**src/rtl/motion_vector_comparator_if.sv**
```systemverilog
// Bundle of signals between the distance producer and the motion-vector
// comparator: search start, per-candidate distance stream, and results.
interface motion_vector_comparator_if #(
    parameter int DIST_W = 8,
    parameter int MV_W   = 4
);
    logic              start;
    logic              dist_valid;
    logic [DIST_W-1:0] dist_in;
    logic              busy;
    logic              done;
    logic [DIST_W-1:0] best_dist;
    logic [MV_W-1:0]   motion_x;
    logic [MV_W-1:0]   motion_y;

    // Producer side: launches a search and streams candidate distances.
    modport master (
        output start, dist_valid, dist_in,
        input  busy, done, best_dist, motion_x, motion_y
    );

    // Comparator side: consumes distances and reports the best match.
    modport slave (
        input  start, dist_valid, dist_in,
        output busy, done, best_dist, motion_x, motion_y
    );
endinterface

```
**src/rtl/motion_vector_comparator.sv**
```systemverilog
// Motion-vector comparator: scans one distance per candidate position in
// raster order, keeps the smallest (earliest on ties) and reports it with
// its (column, row) position when the whole search window has been seen.
module motion_vector_comparator #(
    parameter int DIST_W   = 8,
    parameter int SRCH_DIM = 16,
    parameter int MV_W     = 4
) (
    input  logic                        clock,
    input  logic                        reset,
    motion_vector_comparator_if.slave   bus
);
    localparam int NUM_CAND = SRCH_DIM * SRCH_DIM;
    localparam int CNT_W    = (NUM_CAND > 1) ? $clog2(NUM_CAND) : 1;

    localparam logic [CNT_W-1:0]  LAST_K   = CNT_W'(NUM_CAND - 1);
    localparam logic [MV_W-1:0]   LAST_COL = MV_W'(SRCH_DIM - 1);
    localparam logic [DIST_W-1:0] DIST_SAT = {DIST_W{1'b1}};

    typedef enum logic [1:0] {
        IDLE   = 2'd0,
        SEARCH = 2'd1,
        DONE   = 2'd2
    } state_t;

    state_t            state_r, state_s;
    logic [CNT_W-1:0]  cand_r, cand_s;
    logic [MV_W-1:0]   col_r, col_s;
    logic [MV_W-1:0]   row_r, row_s;
    logic [DIST_W-1:0] best_r, best_s;
    logic [MV_W-1:0]   mx_r, mx_s;
    logic [MV_W-1:0]   my_r, my_s;
    logic              busy_r, done_r;

    // Next-state and datapath update: preload on start, compare on each valid.
    always_comb begin
        state_s = state_r;
        cand_s  = cand_r;
        col_s   = col_r;
        row_s   = row_r;
        best_s  = best_r;
        mx_s    = mx_r;
        my_s    = my_r;
        case (state_r)
            IDLE: begin
                cand_s = '0;
                col_s  = '0;
                row_s  = '0;
                if (bus.start) begin
                    state_s = SEARCH;
                    best_s  = DIST_SAT;
                    mx_s    = '0;
                    my_s    = '0;
                end else begin
                    state_s = IDLE;
                end
            end
            SEARCH: begin
                if (bus.dist_valid) begin
                    // First candidate always loads so a saturated window reports (0,0).
                    if ((cand_r == '0) || (bus.dist_in < best_r)) begin
                        best_s = bus.dist_in;
                        mx_s   = col_r;
                        my_s   = row_r;
                    end else begin
                        best_s = best_r;
                    end
                    if (cand_r == LAST_K) begin
                        state_s = DONE;
                    end else begin
                        state_s = SEARCH;
                        cand_s  = cand_r + CNT_W'(1);
                        if (col_r == LAST_COL) begin
                            col_s = '0;
                            row_s = row_r + MV_W'(1);
                        end else begin
                            col_s = col_r + MV_W'(1);
                        end
                    end
                end else begin
                    state_s = SEARCH;
                end
            end
            DONE: begin
                state_s = IDLE;
            end
            default: begin
                state_s = IDLE;
            end
        endcase
    end

    // State, counters and registered outputs; synchronous reset aborts any search.
    always_ff @(posedge clock) begin
        if (reset) begin
            state_r <= IDLE;
            cand_r  <= '0;
            col_r   <= '0;
            row_r   <= '0;
            best_r  <= DIST_SAT;
            mx_r    <= '0;
            my_r    <= '0;
            busy_r  <= 1'b0;
            done_r  <= 1'b0;
        end else begin
            state_r <= state_s;
            cand_r  <= cand_s;
            col_r   <= col_s;
            row_r   <= row_s;
            best_r  <= best_s;
            mx_r    <= mx_s;
            my_r    <= my_s;
            busy_r  <= (state_s != IDLE);
            done_r  <= (state_s == DONE);
        end
    end

    assign bus.busy      = busy_r;
    assign bus.done      = done_r;
    assign bus.best_dist = best_r;
    assign bus.motion_x  = mx_r;
    assign bus.motion_y  = my_r;
endmodule
```
**src/flat_wrapper.sv**
```systemverilog
// flat-port wrapper written by rule: the top's interface ports become plain ports
module motion_vector_comparator_flat 
#(
    parameter int DIST_W   = 8,
    parameter int SRCH_DIM = 16,
    parameter int MV_W     = 4
)
  (clock, reset, bus_start, bus_dist_valid, bus_dist_in, bus_busy, bus_done, bus_best_dist, bus_motion_x, bus_motion_y);
  motion_vector_comparator_if #(.DIST_W(DIST_W), .MV_W(MV_W)) bus_i ();
  input  logic clock;
  input  logic reset;
  input wire logic [$bits(bus_i.start)-1:0] bus_start;
  input wire logic [$bits(bus_i.dist_valid)-1:0] bus_dist_valid;
  input wire logic [$bits(bus_i.dist_in)-1:0] bus_dist_in;
  output wire logic [$bits(bus_i.busy)-1:0] bus_busy;
  output wire logic [$bits(bus_i.done)-1:0] bus_done;
  output wire logic [$bits(bus_i.best_dist)-1:0] bus_best_dist;
  output wire logic [$bits(bus_i.motion_x)-1:0] bus_motion_x;
  output wire logic [$bits(bus_i.motion_y)-1:0] bus_motion_y;
  assign bus_i.start = bus_start;
  assign bus_i.dist_valid = bus_dist_valid;
  assign bus_i.dist_in = bus_dist_in;
  assign bus_busy = bus_i.busy;
  assign bus_done = bus_i.done;
  assign bus_best_dist = bus_i.best_dist;
  assign bus_motion_x = bus_i.motion_x;
  assign bus_motion_y = bus_i.motion_y;
  motion_vector_comparator #(.DIST_W(DIST_W), .SRCH_DIM(SRCH_DIM), .MV_W(MV_W)) u_core (.clock(clock), .reset(reset), .bus(bus_i));
endmodule
```
**config.mk**
```make
export PLATFORM = sky130hd
export DESIGN_NAME = motion_vector_comparator_flat
export DESIGN_NICKNAME = d
export VERILOG_FILES = /design/src/rtl/motion_vector_comparator_if.sv /design/src/rtl/motion_vector_comparator.sv /design/src/flat_wrapper.sv
export SDC_FILE = /design/constraint.sdc
export NUM_CORES = 1
export LEC_CHECK = 0
export ABC_CLOCK_PERIOD_IN_PS = 5700
export CORE_ASPECT_RATIO = 1.2
export CORE_MARGIN = 2
export CORE_UTILIZATION = 36
export CTS_CLUSTER_SIZE = 40
export DETAILED_ROUTE_END_ITERATION = 8
export GPL_ROUTABILITY_DRIVEN = 0
export GPL_TIMING_DRIVEN = 0
export PLACE_DENSITY_LB_ADDON = 0.2
export SYNTH_ARGS = -nofsm -noshare
export SYNTH_HDL_FRONTEND = slang
export SYNTH_SLANG_ARGS = --single-unit
```
**constraint.sdc**
```tcl
create_clock -name clock -period 5.7 [get_ports clock]
set_input_delay 0.57 -clock clock [delete_from_list [all_inputs] [get_ports clock]]
set_output_delay 0.57 -clock clock [all_outputs]
set_load 0.005 [all_outputs]
```
---- Word level (Yosys, flattened, before mapping) ----
Cells that the tools add are included.
storage, ports and cells
  logic and storage cells ................. 56
  flip-flop bits (word level) ............. 36
  output and inout bits ................... 18
operators by class
  mux-type cells .......................... 26
  equal/unequal tests ..................... 9
  add/sub/neg operators ................... 3
  reduce and logical (&&, ||, !) cells .... 8
  $lt $le $gt $ge ......................... 1
operators by type and width
  operator               count
  $mux W4                11
  $mux W8                5
  $pmux W4 S2            4
  $pmux W8 S2            2
  $add A4 B1 Y4 const B  2
  $add A8 B1 Y8 const B  1
  $eq A8 B8 Y1 const B   1
  $logic_not A8 Y1       1
  $lt A8 B8 Y1           1
  $reduce_and A4 Y1      2
  $ne A2 B2 Y1 const B   3
  $eq A4 B4 Y1 const B   1
  $mux W2                2
  $ne A2 B1 Y1 const B   2
  $pmux W2 S2            1
  $reduce_bool A2 Y1     2
  $reduce_and A3 Y1      1
  $eq A2 B1 Y1 const B   1
  $eq A2 B2 Y1 const B   1
  $logic_not A2 Y1       1
  $logic_or A1 B1 Y1     1
  $mux W1                1

---- Longest topological paths before layout ----
  depth after elaboration ................. 5
  gate-level depth with buffers ........... 8
  depth with buffers taken out ............ 7

---- Worst setup path before layout ----
OpenSTA, ideal clock, no wires.
  kind .................................... input port to flip-flop
  start ................................... input port bus_dist_in[3]
  end ..................................... register u_core.best_r[5], in the netlist u_core.bus.best_dist[5]
  stages on the path ...................... 7
  slack ................................... 3.611 ns
  path buffers ............................ 1
  setup time .............................. 0.123 ns
  data arrival time ....................... 1.965 ns
  data required time ...................... 5.577 ns
  cells stage by stage .................... ha_1 -> o21a_1 -> o22ai_2 -> o32ai_2 -> a221oi_4 -> buf_6 -> o32a_2
on the way
  cells in the longest elaborated chain, start to end .. 4
ends and longest elaborated chain
  item                         RTL line                         source
  from (decl)                  flat_wrapper.sv:14               input wire logic [$bits(bus_i.dist_in)-1:0] bus_dist_in;
  $lt A8 B8 Y1                 motion_vector_comparator.sv:61   if ((cand_r == '0) || (bus.dist_in < best_r)) begin
  $logic_or A1 B1 Y1           motion_vector_comparator.sv:61
  $ne A2 B1 Y1 (no line)       -
  $reduce_and A4 Y1 (no line)  -
  to (signal assigned)         motion_vector_comparator.sv:110  best_r <= best_s;
  to (decl)                    motion_vector_comparator.sv:30   logic [DIST_W-1:0] best_r, best_s;
Every way passes these cells.
A chain may end at the register's enable or synchronous reset.

---- Final worst setup path ----
  start ................................... input port bus_dist_in[6]
  end ..................................... register u_core.best_r[6], in the netlist u_core.bus.best_dist[6]
on the way
  cells in the longest elaborated chain, start to end .. 4
  elaborated cells between the ends (all ways) .. 7
  those cells by class .................... order compare: 1; eq/ne: 1; mux: 3; reduce/logical: 2
ends and longest elaborated chain
  item                         RTL line
  $lt A8 B8 Y1                 motion_vector_comparator.sv:61
  $logic_or A1 B1 Y1           motion_vector_comparator.sv:61
  $ne A2 B1 Y1 (no line)       -
  $reduce_and A4 Y1 (no line)  -
Parallel ways exist; a longest one is shown, timed or not. The select of a mux whose other input is x is not followed.

==> flow_metrics.env <==
export IMPL_finalPower_uw=478.4
export IMPL_antenna_found_initial=0
export IMPL_numPortBuffers=28
export IMPL_grt_pass1_wl_um=6051
export IMPL_wl_met1_um=1587
export IMPL_fmax_mhz=406.1
export IMPL_layout_min_cycle_time_ps=2463
export IMPL_fin_skew_ps=3.276
export IMPL_power_leakage_uw=0.0008336
export IMPL_syn_inst=176
export IMPL_die_w_um=66.69
export IMPL_drive_above_1_share=0.06635
export IMPL_seq_area_frac_synth=0.4245
export IMPL_clk_latency_ps=280
export IMPL_grt_max_degree=11
export IMPL_firstDrtPassIters=4
export IMPL_drv_cap=0
export IMPL_dp_final_hpwl_um=2656
export IMPL_drt_wl_total_um=3501
export IMPL_synth_mux_area_frac=0
export IMPL_root_buffer="clkbuf_8"
export IMPL_critPathKind="in -> reg"
export IMPL_rows=27
export IMPL_cp_arrival_ps=2690
export IMPL_design_area_um2=2128
export IMPL_crit_family="compound AO/OA/AOI/OAI gates"
export IMPL_cts_tree="built"
export IMPL_cp_end_kind="flip-flop"
export IMPL_grt_pass1_vias=1377
export IMPL_p_per_area_nw_per_um2=224.8
export IMPL_post_route_period_util=0.4320
export IMPL_yosys_warnings=0
export IMPL_avgRoutedWirePerCell_um=13.01
export IMPL_area_growth_pct=25.35
export IMPL_seq_area_um2=720.7
export IMPL_boundaryPins=30
export IMPL_cp_start_kind="input port"
export IMPL_syn_area_um2=1698
export IMPL_clockBufferDepth=2
export IMPL_cp_num_buf_inv=2
export IMPL_critPathRequiredTime_ps=5930
export IMPL_slew_limit_headroom=0.5363
export IMPL_peakVddDrop_v=0.0001122
export IMPL_hp_class="reg -> reg"
export IMPL_grtUsageTotal=0.1520
export IMPL_synth_compound_area_frac=0.1945
export IMPL_slew_violations=0
export IMPL_dr_total_vias=1354
export IMPL_status="finished clean"
export IMPL_synth_nets=199
export IMPL_critPathMaxStageDelay_ps=430
export IMPL_numCtsBuffers=5
export IMPL_crit_chain="clkdlybuf4s50_1 > ha_1 > a41o_1 > a21oi_1 > o32ai_2 > a221oi_4 > buf_6 > o32a_2"
export IMPL_post_synth_num_cell_types=38
export IMPL_fillers=469
export IMPL_dr_max_layer_used="met4"
export IMPL_die_area_um2=5284
export IMPL_path_clk_slew_ps=60
export IMPL_rsz0062_at_grt="false"
export IMPL_placed_area_um2=2051
export IMPL_synth_xor_area_share=0.05158
export IMPL_synth_seq_cells=36
export IMPL_core_um2=4561
export IMPL_synth_top_family_by_area="simple AND/OR/NAND/NOR gates"
export IMPL_syn_area_per_cell_um2=9.647
export IMPL_cts_sinks=36
export IMPL_dr_wl_met2_um=1703
export IMPL_drt_iter0_markers=44
export IMPL_h_tree_depth=2
export IMPL_cts_setup_buffers=0
export IMPL_hold_buffers=0
export IMPL_critPathMaxFanout=10
export IMPL_drc_errors=0
export IMPL_yosys_area_share_adder=0.08106
export IMPL_met3WireLength_um=142
export IMPL_ant_nets=0
export IMPL_cts_resized=0
export IMPL_grt_ovfl_total=0
export IMPL_cp_slowest_cell="clkdlybuf4s50_1"
export IMPL_final_nets=234
export IMPL_setup_violations_final=0
export IMPL_synth_simple_area_share=0.2085
export IMPL_multi_input_area_um2=909.6
export IMPL_viasPerCell=5.033
export IMPL_start_util=0.3723
export IMPL_setup_tns_ps=0
export IMPL_finalHoldViolCount=0
export IMPL_worst_slew_pin_slew_ps=694.1
export IMPL_utilization=0.4667
export IMPL_antenna_cells=0
export IMPL_fp_dieH_um=79.23
## cell type report
type                            count  area share
Buffer                              6     0.01411
Clock buffer                        6     0.03410
Clock inverter                      1    0.002352
Inverter                           10     0.01764
Multi-Input combinational cell    124      0.4274
Sequential cell                    36      0.3386
Tap cell                           58     0.03410
Timing Repair Buffer               28      0.1317
## cells in the mapped netlist (all sizes together)
cell,n,area [µm²]
o32ai,1,16.27
nand3b,1,7.510
or4b,1,13.76
nand3,5,25.02
o21bai,1,7.510
ha,11,137.6
clkbuf,5,18.77
nand2b,11,68.82
a2111oi,1,15.01
and3,3,18.77
nor2b,1,6.260
a21oi,6,30.03
xnor2,4,35.03
a41o,1,10.01
buf,1,11.26
o211a,1,10.01
o32a,8,82.58
a221oi,1,26.28
o21a,2,15.01
o21ai,1,5.000
a22oi,2,15.01
nor2,17,63.81
o211ai,1,7.510
nand4b,1,8.760
nand4,7,43.79
dfxtp,36,720.7
or3,2,12.51
o2bb2ai,8,70.07
and2,1,6.260
nor3,6,30.03
and4,1,8.760
xor2,6,52.55
a21o,1,7.510
nand2,9,33.78
or2,1,6.260
inv,10,37.54
o22ai,1,12.51
## state kept, by name (all words and copies together), names as in the netlist
signal / flops
u_core.row_r: 4
u_core.cand_r: 8
u_core.col_r: 4
u_core.bus.motion_y: 4
u_core.bus.best_dist: 8
u_core.bus.motion_x: 4
u_core.bus.done: 1
u_core.bus.busy: 1
u_core.state_r: 2
## final timing paths
| check | startpoint | to | slack, ps | cells past startpoint |
|---|---|---|---|---|
| worst max-delay path | bus_dist_in[6] | u_core.bus.best_dist[6] | 3240 | 8 |
| worst min-delay path | u_core.bus.motion_y[1] | u_core.bus.motion_y[1] | 480 | 2 |
| worst max register to register | u_core.cand_r[0] | u_core.bus.best_dist[6] | 3550 | 8 |
| worst min register to register | u_core.bus.motion_y[1] | u_core.bus.motion_y[1] | 480 | 2 |
## layer usage
metal  GRT usage  vias to the layer above
met5           0                        -
met4     0.06735                        0
met3     0.03966                        4
met2      0.2690                       23
met1      0.1673                      615
li1            -                      712
## placed cells by master (no fill, tap or decap), types with 3 or more instances in the layout
cell,count
dfxtp_1,36
clkdlybuf4s50_1,28
nor2_1,17
nand2b_1,11
ha_1,11
inv_1,10
nand2_1,9
o2bb2ai_1,8
nand4_1,7
a21oi_1,6
clkbuf_1,6
xor2_1,6
o32a_1,6
nor3_1,6
nand3_1,5
clkbuf_8,5
xnor2_1,4
and3_1,3
## cell families after synthesis
family / count (synthesis)
xor+xnor: 10
compound gates: 36
fa+ha+maj: 11
flops: 36
buf+inv: 16
simple gates: 67
## per-stage QoR
step                setup WS, ps  instances  hold slack (ps)
finish                      3237        269            475.2
global route                3100        269            504.3
CTS                         3245        269            477.0
detailed placement          2958        262            465.1
global placement            2932        262            467.4
floorplan                   3611        176            451.7
## power breakdown
group,total [µW],internal [µW],switching (µW)
registers,260,256,3.34
clock network,167,83.0,83.6
logic,52.3,26.6,25.7
total,478,366,113
## worst register-to-register path, stage by stage, from the launching register on
cell and delay, ps:
dfxtp_1 330, inv_1 90, ha_1 150, or4b_4 470, o22ai_2 140, o32ai_2 140, a221oi_4 430, buf_6 210
o32a_2 140
Power figures use the tool's default switching activity.
